[config.mk]
export PLATFORM = sky130hd
export DESIGN_NAME = satarx_crc
export DESIGN_NICKNAME = d
export VERILOG_FILES = /design/src/rtl/satarx_crc.sv
export SDC_FILE = /design/constraint.sdc
export NUM_CORES = 1
export LEC_CHECK = 0
export ABC_AREA = 1
export CORE_MARGIN = 2
export CORE_UTILIZATION = 55
export CTS_CLUSTER_SIZE = 8
export DETAILED_ROUTE_END_ITERATION = 6
export GPL_ROUTABILITY_DRIVEN = 1
export PLACE_DENSITY = 0.76
export SLEW_MARGIN = 20
export SYNTH_ARGS = -nofsm -noshare
export SYNTH_HDL_FRONTEND = slang
export SYNTH_SLANG_ARGS = --single-unit
[constraint.sdc]
create_clock -name S_AXI_ACLK -period 7.03 [get_ports S_AXI_ACLK]
set_input_delay 0.703 -clock S_AXI_ACLK [delete_from_list [all_inputs] [get_ports S_AXI_ACLK]]
set_output_delay 0.703 -clock S_AXI_ACLK [all_outputs]
set_load 0.05 [all_outputs]
[src/rtl/satarx_crc.sv]
// rtl/satarx_crc.sv - SATA RX CRC-32 checker/stripper; optional stats via SATARX_CRC_STATS_EN
module satarx_crc #(
  parameter logic        OPT_LOWPOWER = 1'b0,
  parameter logic [31:0] P_CRC_INIT   = 32'h52325032,
  parameter logic [31:0] P_CRC_POLY   = 32'h04C11DB7
) (
  input  logic        S_AXI_ACLK,
  input  logic        S_AXI_ARESETN,
  input  logic        S_AXIS_TVALID,
  input  logic [31:0] S_AXIS_TDATA,
  input  logic        S_AXIS_TLAST,
  input  logic        S_AXIS_TABORT,
  output logic        M_AXIS_TVALID,
  output logic [31:0] M_AXIS_TDATA,
  output logic        M_AXIS_TLAST,
  output logic        M_AXIS_TABORT,
  output logic        o_crc_err
`ifdef SATARX_CRC_STATS_EN
  ,
  output logic [15:0] o_err_count
`endif
);

  // Bit-serial CRC, bit 31 of the word enters first, no reflection.
  function automatic logic [31:0] crc_next(input logic [31:0] crc, input logic [31:0] data);
    logic [31:0] c;
    logic        fb;
    c = crc;
    for (int i = 31; i >= 0; i--) begin
      fb = c[31] ^ data[i];
      c  = {c[30:0], 1'b0} ^ (fb ? P_CRC_POLY : 32'h0);
    end
    return c;
  endfunction

  logic        r_valid_q, r_valid_d;
  logic [31:0] r_data_q, r_data_d;
  logic [31:0] crc_q, crc_d;
  logic        in_frame_q, in_frame_d;
  logic        m_valid_q, m_valid_d;
  logic [31:0] m_data_q, m_data_d;
  logic        m_last_q, m_last_d;
  logic        m_abort_q, m_abort_d;
  logic        crc_err_q, crc_err_d;

  // Next-state: abort beats everything, then non-last and last beats; idle holds state.
  always_comb begin
    r_valid_d  = r_valid_q;
    r_data_d   = r_data_q;
    crc_d      = crc_q;
    in_frame_d = in_frame_q;
    m_valid_d  = 1'b0;
    m_data_d   = OPT_LOWPOWER ? 32'h0 : m_data_q;
    m_last_d   = 1'b0;
    m_abort_d  = 1'b0;
    crc_err_d  = 1'b0;

    if (S_AXIS_TABORT) begin
      if (in_frame_q || r_valid_q) begin
        m_valid_d = 1'b1;
        m_data_d  = 32'h0;
        m_last_d  = 1'b1;
        m_abort_d = 1'b1;
      end
      r_valid_d  = 1'b0;
      in_frame_d = 1'b0;
      crc_d      = P_CRC_INIT;
    end else if (S_AXIS_TVALID && !S_AXIS_TLAST) begin
      in_frame_d = 1'b1;
      if (r_valid_q) begin
        m_valid_d = 1'b1;
        m_data_d  = r_data_q;
      end
      r_data_d  = S_AXIS_TDATA;
      r_valid_d = 1'b1;
      crc_d     = crc_next(crc_q, S_AXIS_TDATA);
    end else if (S_AXIS_TVALID && S_AXIS_TLAST) begin
      m_valid_d = 1'b1;
      m_last_d  = 1'b1;
      if (r_valid_q) begin
        m_data_d  = r_data_q;
        m_abort_d = (crc_q != S_AXIS_TDATA);
        crc_err_d = (crc_q != S_AXIS_TDATA);
      end else begin
        // Runt: only the CRC word arrived, there is no payload to carry TLAST.
        m_data_d  = 32'h0;
        m_abort_d = 1'b1;
      end
      r_valid_d  = 1'b0;
      in_frame_d = 1'b0;
      crc_d      = P_CRC_INIT;
    end
  end

  // State and registered outputs.
  always_ff @(posedge S_AXI_ACLK) begin
    if (!S_AXI_ARESETN) begin
      r_valid_q  <= 1'b0;
      r_data_q   <= 32'h0;
      crc_q      <= P_CRC_INIT;
      in_frame_q <= 1'b0;
      m_valid_q  <= 1'b0;
      m_data_q   <= 32'h0;
      m_last_q   <= 1'b0;
      m_abort_q  <= 1'b0;
      crc_err_q  <= 1'b0;
    end else begin
      r_valid_q  <= r_valid_d;
      r_data_q   <= r_data_d;
      crc_q      <= crc_d;
      in_frame_q <= in_frame_d;
      m_valid_q  <= m_valid_d;
      m_data_q   <= m_data_d;
      m_last_q   <= m_last_d;
      m_abort_q  <= m_abort_d;
      crc_err_q  <= crc_err_d;
    end
  end

  assign M_AXIS_TVALID = m_valid_q;
  assign M_AXIS_TDATA  = m_data_q;
  assign M_AXIS_TLAST  = m_last_q;
  assign M_AXIS_TABORT = m_abort_q;
  assign o_crc_err     = crc_err_q;

`ifdef SATARX_CRC_STATS_EN
  logic [15:0] err_cnt_q, err_cnt_d;
  logic        cnt_inc;

  // Saturating count of CRC mismatches plus runt frames.
  always_comb begin
    cnt_inc   = crc_err_d |
                (!S_AXIS_TABORT && S_AXIS_TVALID && S_AXIS_TLAST && !r_valid_q);
    err_cnt_d = err_cnt_q;
    if (cnt_inc && (err_cnt_q != 16'hFFFF)) begin
      err_cnt_d = err_cnt_q + 16'd1;
    end
  end

  // Counter register.
  always_ff @(posedge S_AXI_ACLK) begin
    if (!S_AXI_ARESETN) begin
      err_cnt_q <= 16'h0;
    end else begin
      err_cnt_q <= err_cnt_d;
    end
  end

  assign o_err_count = err_cnt_q;
`endif

endmodule

Yosys cells after proc, flatten, opt, wreduce, memory -nomap -nowiden
Index checks and enable logic that the tools add are counted.

$add $sub $neg: 0. Multipliers: 0. Divide/modulo/power cells: 0. Magnitude comparators: 0. Equality and inequality tests: 3. Shifts and indexed selects: 0. Muxes and demuxes: 52. Bitwise logic cells: 68. Reductions and logical operators: 9.

Operators with widths (count): $xor 32x27->32 (32); $mux 27 (32); $mux 32 (8); $ne 32x32->1 (1); $xor 1x1->1 (32); $mux 1 (12); $reduce_or 5->1 (1); $not 1->1 (4); $ne 3x3->1 const B (1); $reduce_and 3->1 (1); $reduce_bool 3->1 (1); $logic_and 1x1->1 (2); $ne 2x1->1 const B (1); $reduce_and 2->1 (1); $reduce_bool 2->1 (1); $reduce_or 2->1 (1); $logic_not 1->1 (1).

Flip-flop bits (word level): 101. Latch bits: 0. RAM bits: 0. ROM bits: 0. Input port bits: 37. Output and inout port bits: 36. Logic and storage cells: 140. Memories: 0.

Logic depth before layout (Yosys ltp)
Word-level depth: 97. Mapped depth: 30.

Worst setup path after synthesis
Ideal clock, no wire load.

Kind: input port to flip-flop. Start point: input S_AXIS_TDATA[29]. End point: register crc_q[5]. Setup time: 126 ps. Data arrival time: 2823 ps. Slack: 4081 ps. Cell stages on the path: 24. Buffers on the path: 0. Cells stage by stage: inv_1 -> nand2_1 -> nand2_4 -> nand2_4 -> nand2_4 -> nor2_1 -> nor2_4 -> nand2_1 -> nand2_1 -> xor2_1 -> nand2_2 -> nand2_4 -> nand2_4 -> nand2_2 -> nand2_4 -> nand2_8 -> xor2_4 -> nand2_1 -> nand2_2 -> inv_2 -> nand2_1 -> nand3_1 -> o21ai_1 -> nand2_1.

Longest elaborated chain between the ends: 41. Elaborated cells on any way between the ends: 63.

RTL lines: start, declared (line 10) `input logic [31:0] S_AXIS_TDATA,`; $xor 1x1->1 (*) (line 30) `fb = c[31] ^ data[i];`; $mux 27 (*) (line 31) `c = {c[30:0], 1'b0} ^ (fb ? P_CRC_POLY : 32'h0);`; $xor 32x27->32 (*) (6 in a row) (line 31); $xor 1x1->1 or $xor 32x27->32 (tied branches) (line 30, 31); $mux 27 or $xor 32x27->32 (tied branches) (line 31); $xor 32x27->32 (*) (6 in a row) (line 31); $xor 1x1->1 or $xor 32x27->32 (tied branches) (line 30, 31); $mux 27 or $xor 32x27->32 (tied branches) (line 31); $xor 32x27->32 (*) (6 in a row) (line 31); $xor 1x1->1 or $xor 32x27->32 (tied branches) (line 30, 31); $mux 27 or $xor 32x27->32 (tied branches) (line 31); $xor 32x27->32 (*) (6 in a row) (line 31); $xor 1x1->1 or $xor 32x27->32 (tied branches) (line 30, 31); $mux 27 or $xor 32x27->32 (tied branches) (line 31); $xor 32x27->32 (*) (6 in a row) (line 31); $mux 32 (*) (line 68) `end else if (S_AXIS_TVALID && !S_AXIS_TLAST) begin`; end signal, assigned (line 110) `crc_q <= crc_d;`; end, declared (line 38) `logic [31:0] crc_q, crc_d;`.

Every way passes the cells marked *; elsewhere a longest branch is shown, timed or not. A chain may end at the register's enable or synchronous reset.

Worst setup path after layout
Start point: input S_AXIS_TDATA[23]. End point: register crc_q[14].

Longest elaborated chain between the ends: 33. Elaborated cells on any way between the ends: 45.

RTL lines (line): $xor 1x1->1 (*) (30); $mux 27 (*) (31); $xor 32x27->32 (*) (6 in a row) (31); $xor 1x1->1 or $xor 32x27->32 (tied branches) (30, 31); $mux 27 or $xor 32x27->32 (tied branches) (31); $xor 32x27->32 (*) (6 in a row) (31); $xor 1x1->1 or $xor 32x27->32 (tied branches) (30, 31); $mux 27 or $xor 32x27->32 (tied branches) (31); $xor 32x27->32 (*) (9 in a row) (31); $xor 1x1->1 (30); $mux 27 (31); $xor 32x27->32 (*) (3 in a row) (31); $mux 32 (*) (68).

Marks and branches as above.

==> flow_summary.json <==
{
  "slew_headroom": 0.309,
  "setup_viol": 0,
  "final_common_cell": "nand2_1",
  "syn_inst": 1563,
  "cts_root_buf": "clkbuf_16",
  "cts_setup_buffers": 0,
  "avgSynthCellArea_sq_um": 6.03,
  "hold_end": "r_data_q[2]$_SDFFE_PN0P_",
  "grt_start_max_net_pins": 66,
  "tns_ps": 0,
  "syn_nets": 1602,
  "fmax_mhz": 250,
  "port_buffers": 72,
  "synth_edf_count": 0,
  "rows": 47,
  "antenna_found_initial": 0,
  "cts_tree": "yes",
  "cp_max_fo": 8,
  "clk_latency_ps": 350,
  "synth_area_leaders": "nand2_1 24%, dfxtp_1 21%, nand3_1 13%",
  "drt_pass1_iterations": 6,
  "clock_path_buffers": 2,
  "ys_types": 39,
  "finClkSkew_ps": 7.71,
  "max_slew.worst_pin.slew_ps": 1040,
  "synth_top_area_frac": 0.237,
  "yosys_warnings": 0,
  "end_kind": "flip-flop",
  "antenna_cells": 0,
  "reg2reg_depth": 25,
  "async_flop_share": 0,
  "vias": 10381,
  "grt_pass1_wl_microns": 49900,
  "holdPathStages": 2,
  "hold_violations": 0,
  "maxSlewViolCount": 0,
  "cts_hold_buf": 0,
  "cp.required_ps": 7270,
  "drt-wirelength-per-cell_microns": 17.8,
  "status": "completed",
  "worst-setup-path-type": "in -> reg",
  "worstSetupStartpointType": "primary input",
  "clkSlewWorstSetupHoldPaths_ps": 80,
  "crit_path_max_incr_delay_ps": 570,
  "top_level_ports": 73,
  "die_w_microns": 135,
  "r2r-start": "crc_q[23]$_SDFFE_PP0P_",
  "grt_pass1_vias": 9026,
  "ys_seq_area_frac": 0.215,
  "floorplan.core_area_sq_um": 16600,
  "hp-start": "r_data_q[2]$_SDFFE_PN0P_",
  "r2r_slack_ps": 3510,
  "track_usage": 0.355,
  "reg2reg_to": "crc_q[14]$_SDFFE_PP1P_",
  "grt-ovfl-total": 0,
  "cp_common_cell": "nand2_1",
  "drt_iter0_markers": 1005,
  "slowest_stage": "clkdlybuf4s50_1",
  "drc_errors": 0,
  "post-route-period-util": 0.569,
  "routabilityCongestion": 1.00,
  "syn-cell-area_sq_um": 9420,
  "crit_arrival_ps": 4240,
  "max-cap-violations": 0,
  "synth_seq_cells": 101,
  "cts_resized": 0,
  "rsz0062_at_grt": "false",
  "cp_num_buf_inv": 3,
  "ys_dominant_reg_cell": "dfxtp_1",
  "dieArea_sq_um": 18200,
  "synthToLayoutAreaGrowth_pct": 12.3,
  "routed_via_density": 5.66,
  "routed_wl_microns": 32700,
  "cts.sinks": 101,
  "final_cell_mix": "594 x nand2_1, 244 x nand3_1, 107 x inv_1, 101 x dfxtp_1, 80 x nand2_2",
  "hpwl_microns": 26000,
  "start_util": 0.566,
  "finalCriticalPeriod_ps": 4000,
  "finish.net_count": 1649,
  "critical_path.startpoint": "S_AXIS_TDATA[23]",
  "cts_buffers": 9,
  "drive_gt1_frac": 0.137,
  "synth_top_area_cell": "nand2_1",
  "ant_nets": 0,
  "hp-class": "reg -> reg",
  "crit_family": "simple AND/OR/NAND/NOR gates",
  "ctsHtreeMaxLevel": 3,
  "die_height_microns": 135
}
## layer usage
layer / GRT usage / part of all wire / up-vias
met4: 0.0795 / 0.023 / 0
met5: 0 / 0 / -
met3: 0.0702 / 0.097 / 50
met1: 0.499 / 0.44 / 4772
li1: - / - / 5082
met2: 0.560 / 0.44 / 477
## synth_stat cells (5+ instances only)
master	count
or2_2	5
clkbuf_1	33
xor2_1	74
nand2_8	5
nand3_2	15
nand3_1	244
inv_1	110
nand2_2	79
a211oi_1	26
or2_1	5
o21ai_0	15
xnor2_1	19
nand2_4	38
nor2_1	41
a21oi_1	67
dfxtp_1	101
o21ai_1	6
nand2_1	595
nand4_1	5
inv_2	43
## cells by family (layout without fill, tap and decap cells)
family                     after synthesis  in the layout  share of synthesized area
and+or+nand+nor                       1044           1044                      0.529
buffers and inverters                  195            247                     0.0797
AOI/OAI and AO/OA                      122            122                     0.0738
DFF                                    101            101                      0.215
xor gates and xnor gates                99             99                      0.100
adders and majority gates                2              2                    0.00266
## sequential cells by signal, indices dropped and copies added (netlist names)
register and flops:
o_crc_err 1, M_AXIS_TLAST 1, M_AXIS_TDATA 32, in_frame_q 1
M_AXIS_TVALID 1, crc_q 32, r_data_q 32, M_AXIS_TABORT 1
## final cells by class
cell class,count,area [sq um]
Timing Repair Buffer,75,743
Fill cell,1634,6060
Inverter,156,593
Clock buffer,10,239
Multi-Input combinational cell,1267,6660
Sequential cell,101,2020
Tap cell,220,275
Clock inverter,6,53.8
## how the worst max path moves through the flow
stage	cells past startpoint	slack (ps)	end
floorplan	24	4080	crc_q[5]$_SDFFE_PP1P_
global placement	26	2800	crc_q[4]$_SDFFE_PP1P_
detailed placement	24	2760	crc_q[14]$_SDFFE_PP1P_
CTS	26	3110	crc_q[4]$_SDFFE_PP1P_
global route	24	2670	crc_q[14]$_SDFFE_PP1P_
finish	26	3030	crc_q[14]$_SDFFE_PP1P_
## worst reg2reg max path, cell delays in order (launching register included)
cell,delay [ps]
dfxtp_1,430
inv_1,100
nand2_1,80
nand2_1,110
nand2_1,110
nand2_2,150
inv_2,150
nand2_1,90
nand2_1,180
nand2_1,70
nand2_1,130
nand3_1,210
nand2_1,190
nand2_1,90
nand2_1,70
nand2_1,50
nand2_1,80
nand3_1,120
nand2_2,230
nand2_1,130
nand2_2,130
nand2_1,110
nand3_1,120
nand2_1,50
o21ai_1,170
nand2_1,60
## metrics by stage
step / instances / cell area (sq um) / utilization / worst slack [ps] / hold WS [ps]
after global placement: 1819 / 10300 / 0.618 / 2800 / 451
final: 1835 / 10600 / 0.636 / 3030 / 466
after CTS: 1835 / 10600 / 0.636 / 3110 / 465
after global routing: 1835 / 10600 / 0.636 / 2670 / 480
after floorplan: 1563 / 9420 / - / 4080 / 442
after detailed placement: 1819 / 10300 / 0.618 / 2760 / 455
Power is left out: the tool's default activity adds up to more than one toggle a clock period on the data nets, which glitch-free logic cannot reach.
